## config.mk

```make
export PLATFORM = sky130hd
export DESIGN_NAME = pipeline_hazard_ctrl
export DESIGN_NICKNAME = d
export VERILOG_FILES = /design/src/rtl/cpu_types_pkg.sv /design/src/rtl/load_use_detect.sv /design/src/rtl/pipeline_hazard_ctrl.sv
export SDC_FILE = /design/constraint.sdc
export NUM_CORES = 1
export LEC_CHECK = 0
export BUFFER_PORTS_ARGS = -buffer_cell sky130_fd_sc_hd__buf_2
export CORE_ASPECT_RATIO = 1.1
export CORE_UTILIZATION = 51
export CTS_CLUSTER_SIZE = 10
export DETAILED_ROUTE_END_ITERATION = 16
export GPL_TIMING_DRIVEN = 0
export PLACE_DENSITY = 0.8
export SYNTH_ARGS = -nofsm -noshare
export SYNTH_HDL_FRONTEND = slang
export SYNTH_HIERARCHICAL = 1
export SYNTH_SLANG_ARGS = --single-unit
```

## constraint.sdc

```tcl
create_clock -name CLK -period 2.8 [get_ports CLK]
set_clock_uncertainty 0.1 [all_clocks]
set_input_delay 0.14 -clock CLK [delete_from_list [all_inputs] [get_ports CLK]]
set_output_delay 0.14 -clock CLK [all_outputs]
set_load 0.05 [all_outputs]
```

## src/rtl/cpu_types_pkg.sv

```systemverilog
// rtl/cpu_types_pkg.sv - shared types for the pipeline hazard controller
package cpu_types_pkg;

    typedef enum logic [1:0] {
        RUN        = 2'd0,
        LOAD_STALL = 2'd1,
        MEM_WAIT   = 2'd2,
        HALT       = 2'd3
    } hazard_state_t;

    localparam int unsigned REG_ZERO = 0;

endpackage

```

## src/rtl/load_use_detect.sv

```systemverilog
// rtl/load_use_detect.sv - combinational load-use hazard detector
module load_use_detect
    import cpu_types_pkg::*;
#(
    parameter int REG_W = 5
) (
    input  logic             idex_memread,
    input  logic [REG_W-1:0] idex_rt,
    input  logic [REG_W-1:0] ifid_rs,
    input  logic [REG_W-1:0] ifid_rt,
    input  logic             ifid_uses_rt,
    output logic             hazard
);

    logic dest_live;
    logic rs_match;
    logic rt_match;

    // A load into the zero register never produces a value worth waiting for.
    assign dest_live = idex_memread && (idex_rt != REG_W'(REG_ZERO));
    assign rs_match  = (idex_rt == ifid_rs);
    assign rt_match  = ifid_uses_rt && (idex_rt == ifid_rt);
    assign hazard    = dest_live && (rs_match || rt_match);

endmodule

```

## src/rtl/pipeline_hazard_ctrl.sv

```systemverilog
// rtl/pipeline_hazard_ctrl.sv - stall/flush sequencer for the five-stage pipeline
module pipeline_hazard_ctrl
    import cpu_types_pkg::*;
#(
    parameter int CNT_W = 32,
    parameter int REG_W = 5
) (
    input  logic             CLK,
    input  logic             nRST,
    input  logic             ihit,
    input  logic             dhit,
    input  logic             exmem_dmem_req,
    input  logic             idex_memread,
    input  logic [REG_W-1:0] idex_rt,
    input  logic [REG_W-1:0] ifid_rs,
    input  logic [REG_W-1:0] ifid_rt,
    input  logic             ifid_uses_rt,
    input  logic             redirect,
    input  logic             halt_mem,
    output logic             pc_wen,
    output logic             ifid_wen,
    output logic             ifid_flush,
    output logic             idex_wen,
    output logic             idex_flush,
    output logic             exmem_wen,
    output logic             memwb_wen,
    output logic             halted,
    output logic [CNT_W-1:0] stall_cycles
);

    hazard_state_t state;
    hazard_state_t state_next;
    logic          load_use;

    load_use_detect #(
        .REG_W(REG_W)
    ) u_load_use_detect (
        .idex_memread(idex_memread),
        .idex_rt     (idex_rt),
        .ifid_rs     (ifid_rs),
        .ifid_rt     (ifid_rt),
        .ifid_uses_rt(ifid_uses_rt),
        .hazard      (load_use)
    );

    always_ff @(posedge CLK or negedge nRST) begin
        if (!nRST) begin
            state <= RUN;
        end else begin
            state <= state_next;
        end
    end

    // Priority mux: HALT, memory freeze, redirect, load-use, fetch miss, run.
    always_comb begin
        pc_wen     = 1'b0;
        ifid_wen   = 1'b0;
        ifid_flush = 1'b0;
        idex_wen   = 1'b0;
        idex_flush = 1'b0;
        exmem_wen  = 1'b0;
        memwb_wen  = 1'b0;
        state_next = state;
        if (nRST && (state != HALT)) begin
            if (exmem_dmem_req && !dhit) begin
                state_next = MEM_WAIT;
            end else if (redirect) begin
                pc_wen     = 1'b1;
                ifid_wen   = 1'b1;
                ifid_flush = 1'b1;
                idex_wen   = 1'b1;
                idex_flush = 1'b1;
                exmem_wen  = 1'b1;
                memwb_wen  = 1'b1;
                state_next = RUN;
            end else if (load_use && (state != LOAD_STALL)) begin
                idex_wen   = 1'b1;
                idex_flush = 1'b1;
                exmem_wen  = 1'b1;
                memwb_wen  = 1'b1;
                state_next = LOAD_STALL;
            end else if (!ihit) begin
                ifid_wen   = 1'b1;
                ifid_flush = 1'b1;
                idex_wen   = 1'b1;
                exmem_wen  = 1'b1;
                memwb_wen  = 1'b1;
                state_next = RUN;
            end else begin
                pc_wen     = 1'b1;
                ifid_wen   = 1'b1;
                idex_wen   = 1'b1;
                exmem_wen  = 1'b1;
                memwb_wen  = 1'b1;
                state_next = RUN;
            end
            if (halt_mem) begin
                state_next = HALT;
            end
        end
    end

    assign halted = (state == HALT);

    always_ff @(posedge CLK or negedge nRST) begin
        if (!nRST) begin
            stall_cycles <= '0;
        end else if (!pc_wen && (state != HALT) && (stall_cycles != {CNT_W{1'b1}})) begin
            stall_cycles <= stall_cycles + CNT_W'(1);
        end
    end

endmodule

```

* Word-level counts from Yosys, hierarchy flattened
Cells that the tools add are included.
** Word-level totals
- Register bits :: 34
- Memories kept :: 0
- RAM bits :: 0
- Input port bits :: 24
- Bits in latches :: 0
- Word-level logic and storage cells :: 45
- Memory bits (read-only) :: 0
** Cells by class
- Equality and inequality tests :: 6
- Magnitude comparators :: 0
- Divide/modulo/power cells :: 0
- Shifts and indexed selects :: 0
- Mux-type cells :: 24
- Reduce and logical (&&, ||, !) cells :: 12
- Multiply operators :: 0
- Bitwise operators :: 0
- Add/sub/neg operators :: 1
** Operator list (count)
- 32-bit by 1-bit adder with 32-bit output (second input constant) :: 1
- 32-bit != test (second input constant) :: 1
- 1-bit 2-to-1 mux :: 22
- 5-bit == test :: 2
- 1-bit logical AND :: 8
- 5-bit nonzero test :: 1
- 2-bit 2-to-1 mux :: 2
- 2-bit == test (second input constant) :: 1
- 1-bit zero test :: 2
- 2-bit by 1-bit != test with 1-bit output (second input constant) :: 1
- 2-bit != test (second input constant) :: 1
- 1-bit logical OR :: 1

* Longest topological paths before layout
- Depth after elaboration :: 12
- Gate-level depth with buffers :: 9
- Mapped depth without buffers :: 8

* Hierarchy
The synthesis kept the hierarchy.
** By module, submodules not included
- pipeline_hazard_ctrl :: area an instance 1844.3 µm², seq. area each 850.8 µm², instances 1, cells each 183
- load_use_detect :: area an instance 132.6 µm², seq. area each 0.0 µm², instances 1, cells each 17

* Worst setup path after synthesis
Ideal clock, no wire load.
- Kind :: flip-flop to flip-flop
- Start point :: register stall_cycles[0]
- End point :: register stall_cycles[1]
- Data arrival time :: 2.145 ns
- Required time :: 2.575 ns
- Cell stages (with the launch flop) :: 7
- Slack :: 0.430 ns
- Cells stage by stage :: dfrtp_1 -> ha_1 -> nand4_1 -> nor4_2 -> nand2_1 -> nand2_1 -> mux2_2
** Between the ends
- Cells in the longest elaborated chain, start to end :: 2
- Elaborated cells on any way between the ends :: 3
- Those cells by class :: add/sub: 1; eq/ne: 1; reduce/logical: 1
** RTL lines
- start: declaration :: line pipeline_hazard_ctrl.sv:28 : output logic [CNT_W-1:0] stall_cycles
- start signal: assignment :: line pipeline_hazard_ctrl.sv:109 : stall_cycles <= stall_cycles + CNT_W'(1);
- parallel branches: the longest is 2 deep, another holds 32-bit by 1-bit adder with 32-bit output
Parallel ways; which one is timed is not known.
A chain may end at the register's enable or synchronous reset.

* Worst setup path in the final report
Ends and elaborated chain as after synthesis.

==> reports/results.ini <==
[synthesis]
postSynth.asyncResetShare = 1.000
synth.avg_cell_area_sq_um = 9.884
ys_seq_area_frac = 0.4304
syn_nets = 225
synth_area_sq_um = 1977
syn_inst = 200
synth-seq-cells = 34
synth-main-ff-cell = dfrtp_1
synth_edf_count = 0
yosysUniqueCellTypes = 37
ys_warn_count = 6

[grt]
grt_max_degree = 35
grt_pass1_wl_um = 7286
grt_pass1_vias = 1696
antenna_found_initial = 0
grt-ovfl-total = 0
grt_usage = 0.2387

[routing]
wl_met2_um = 2311
vias_per_cell = 5.464
drc = 0
dr.first_iter.drc_count = 87
vias = 1765
wl_um = 4509
ant_nets = 0
wl_per_cell_um = 13.96
dr_wl_met3_um = 242
top_layer = met4
routedLengthMet1_um = 1899
firstDrtPassIters = 4

[die]
num_rows = 23
die_x_um = 61.36
dieHeight_um = 67.30
dieArea_sq_um = 4130
core_area_sq_um = 3684
io_pins = 64
start_util = 0.5367

[sta]
fin_crit_sh = 0.8362
grt_setup_unrepaired = false
setup_viol = 0
worstMarginPinSlew_ns = 0.4986
setup_tns_ns = 0
fmax_mhz = 427.1
final_hold_viol_count = 0
slew_headroom = 0.6649
report.final.slew_viol_count = 0
finalCriticalPeriod_ns = 2.341

[placed_design]
hpwl_um = 3339
gp_congestion = 0.8411
numPortBuffers = 63

[power]
p_leak_nw = 1.263
power_mw = 1.195
irDropWorstVdd_mv = 0.4618
powerDensity_nw_per_um2 = 483.4

[critical_path]
worstSetupPathType = flop to flop
reg2reg_depth = 6
startpoint_type = flop
crit_required_ns = 2.87
cp.arrival_ns = 2.41
endpoint_kind = flop
crit_fanout = 9

[clocking]
cts_num_sinks = 34
cts_htree_levels = 2
post_cts_buffers = 0
cts_buffers = 5
clockRootBuffer = clkbuf_8
cts_tree = built
clkTransAtPathRegs_ns = 0.06
cts.path.max_buffers = 2
insertion_delay_ns = 0.28

[flow_run]
drv_cap = 0

[cells_and_area]
drive_gt1_frac = 0.3077
nets = 298
syn2layout_area_growth_pct = 25.00
antenna_cells = 0

[outcome]
status = completed

[min_path]
min_path_type = input port to flop
worstHoldPathCells = 3

[path summary, 6_finish.rpt]
| kind | slack [ns] | startpoint | endpoint |
|---|---|---|---|
| setup / recovery | 0.46 | stall_cycles[0]$_DFFE_PN0P_ | stall_cycles[1]$_DFFE_PN0P_ |
| hold / removal | 0.05 | redirect | state[0]$_DFFE_PN0P_ |
| setup reg to reg | 0.46 | stall_cycles[0]$_DFFE_PN0P_ | stall_cycles[1]$_DFFE_PN0P_ |
| hold reg to reg | 0.39 | stall_cycles[12]$_DFFE_PN0P_ | stall_cycles[12]$_DFFE_PN0P_ |
| max in group asynchronous | 2.08 | nRST | stall_cycles[0]$_DFFE_PN0P_ |
| min in group asynchronous | 0.33 | nRST | stall_cycles[12]$_DFFE_PN0P_ |
[stage by stage]
stage	utilization	hold WS [ns]	cells	instance area, sq um	setup WS, ns
2_1_floorplan	-	-0.2556	200	1977	0.4301
3_3_place_gp	0.6393	0.1562	313	2355	0.1991
3_5_place_dp	0.6393	0.1606	313	2355	0.1680
4_1_cts	0.6709	0.04330	323	2471	0.4724
5_1_grt	0.6709	0.06620	323	2471	0.3260
6_report	0.6709	0.05231	323	2471	0.4588
[sequential cells by signal (all words and copies together) (netlist names)]
signal and flops:
state 2, stall_cycles 32
[repair_timing]
item / in CTS / in global routing
endpoints found under the hold margin: 35 / 0
resized for setup: 0 / 0
hold buffers: 3 / 0
[worst max-delay path, stage by stage, from the launching register on]
cell and delay (ns):
dfrtp_1 0.44, ha_1 0.22, nand4_1 0.24, nor4_2 0.38, nand2_1 0.29, nand2_1 0.21, mux2_2 0.34
[layout make-up]
cell class	instances	area [sq um]
Clock buffer	7	76.32
Timing Repair Buffer	66	355.3
Sequential cell	34	850.8
Tap cell	50	62.56
Fill cell	330	1212
Multi-Input combinational cell	153	1061
Inverter	6	22.52
Buffer	7	42.54
[layer usage]
metal | vias up | track usage
li1 | 863 | -
met1 | 847 | 0.2954
met2 | 48 | 0.3967
met3 | 7 | 0.07088
met4 | 0 | 0.07500
met5 | - | 0
[where the power goes]
group / internal (mW) / switching (mW)
logic: 0.0854 / 0.201
clock network: 0.171 / 0.163
registers: 0.525 / 0.0500
[cell usage in the layout, fill, tap and decap left out, types with 2 or more instances in the layout]
cell type / count
o21a_1: 2
nor4_1: 4
clkbuf_8: 5
buf_2: 64
nor2_1: 12
nand2_1: 10
a21oi_1: 3
o21ai_1: 3
xor2_1: 22
dfrtp_1: 34
nor2b_1: 2
or4_1: 2
nand3_1: 15
clkbuf_1: 4
buf_4: 4
nand4_1: 18
nor3_1: 13
inv_1: 6
and3_1: 6
xnor2_1: 18
and2_1: 4
dlygate4sd3_1: 2
nor4_2: 3
[synth_stat cells, drive strengths merged, types with 2 or more instances]
library cell | n | area, sq um
nor4 | 7 | 62.56
nor3 | 13 | 65.06
and2 | 5 | 33.78
and3 | 6 | 37.54
nand2 | 10 | 37.54
nand4 | 20 | 146.4
o21a | 2 | 15.01
xor2 | 22 | 192.7
clkbuf | 2 | 7.510
nand3 | 15 | 75.07
nor2b | 2 | 12.51
o21ai | 3 | 15.01
xnor2 | 18 | 157.7
buf | 5 | 35.03
or4 | 2 | 15.01
inv | 6 | 22.52
a21oi | 3 | 15.01
dfrtp | 34 | 850.8
nor2 | 12 | 45.04
nor4b | 2 | 32.53
[cell families after synthesis]
kind of cell,Yosys count,share of synthesized area
compound gates,13,0.04746
xor+xnor,40,0.1772
fa+ha+maj,1,0.006328
buf+inv,13,0.03291
flops,34,0.4304
mux,1,0.005696
simple gates,98,0.3000
Power figures use the tool's default switching activity.
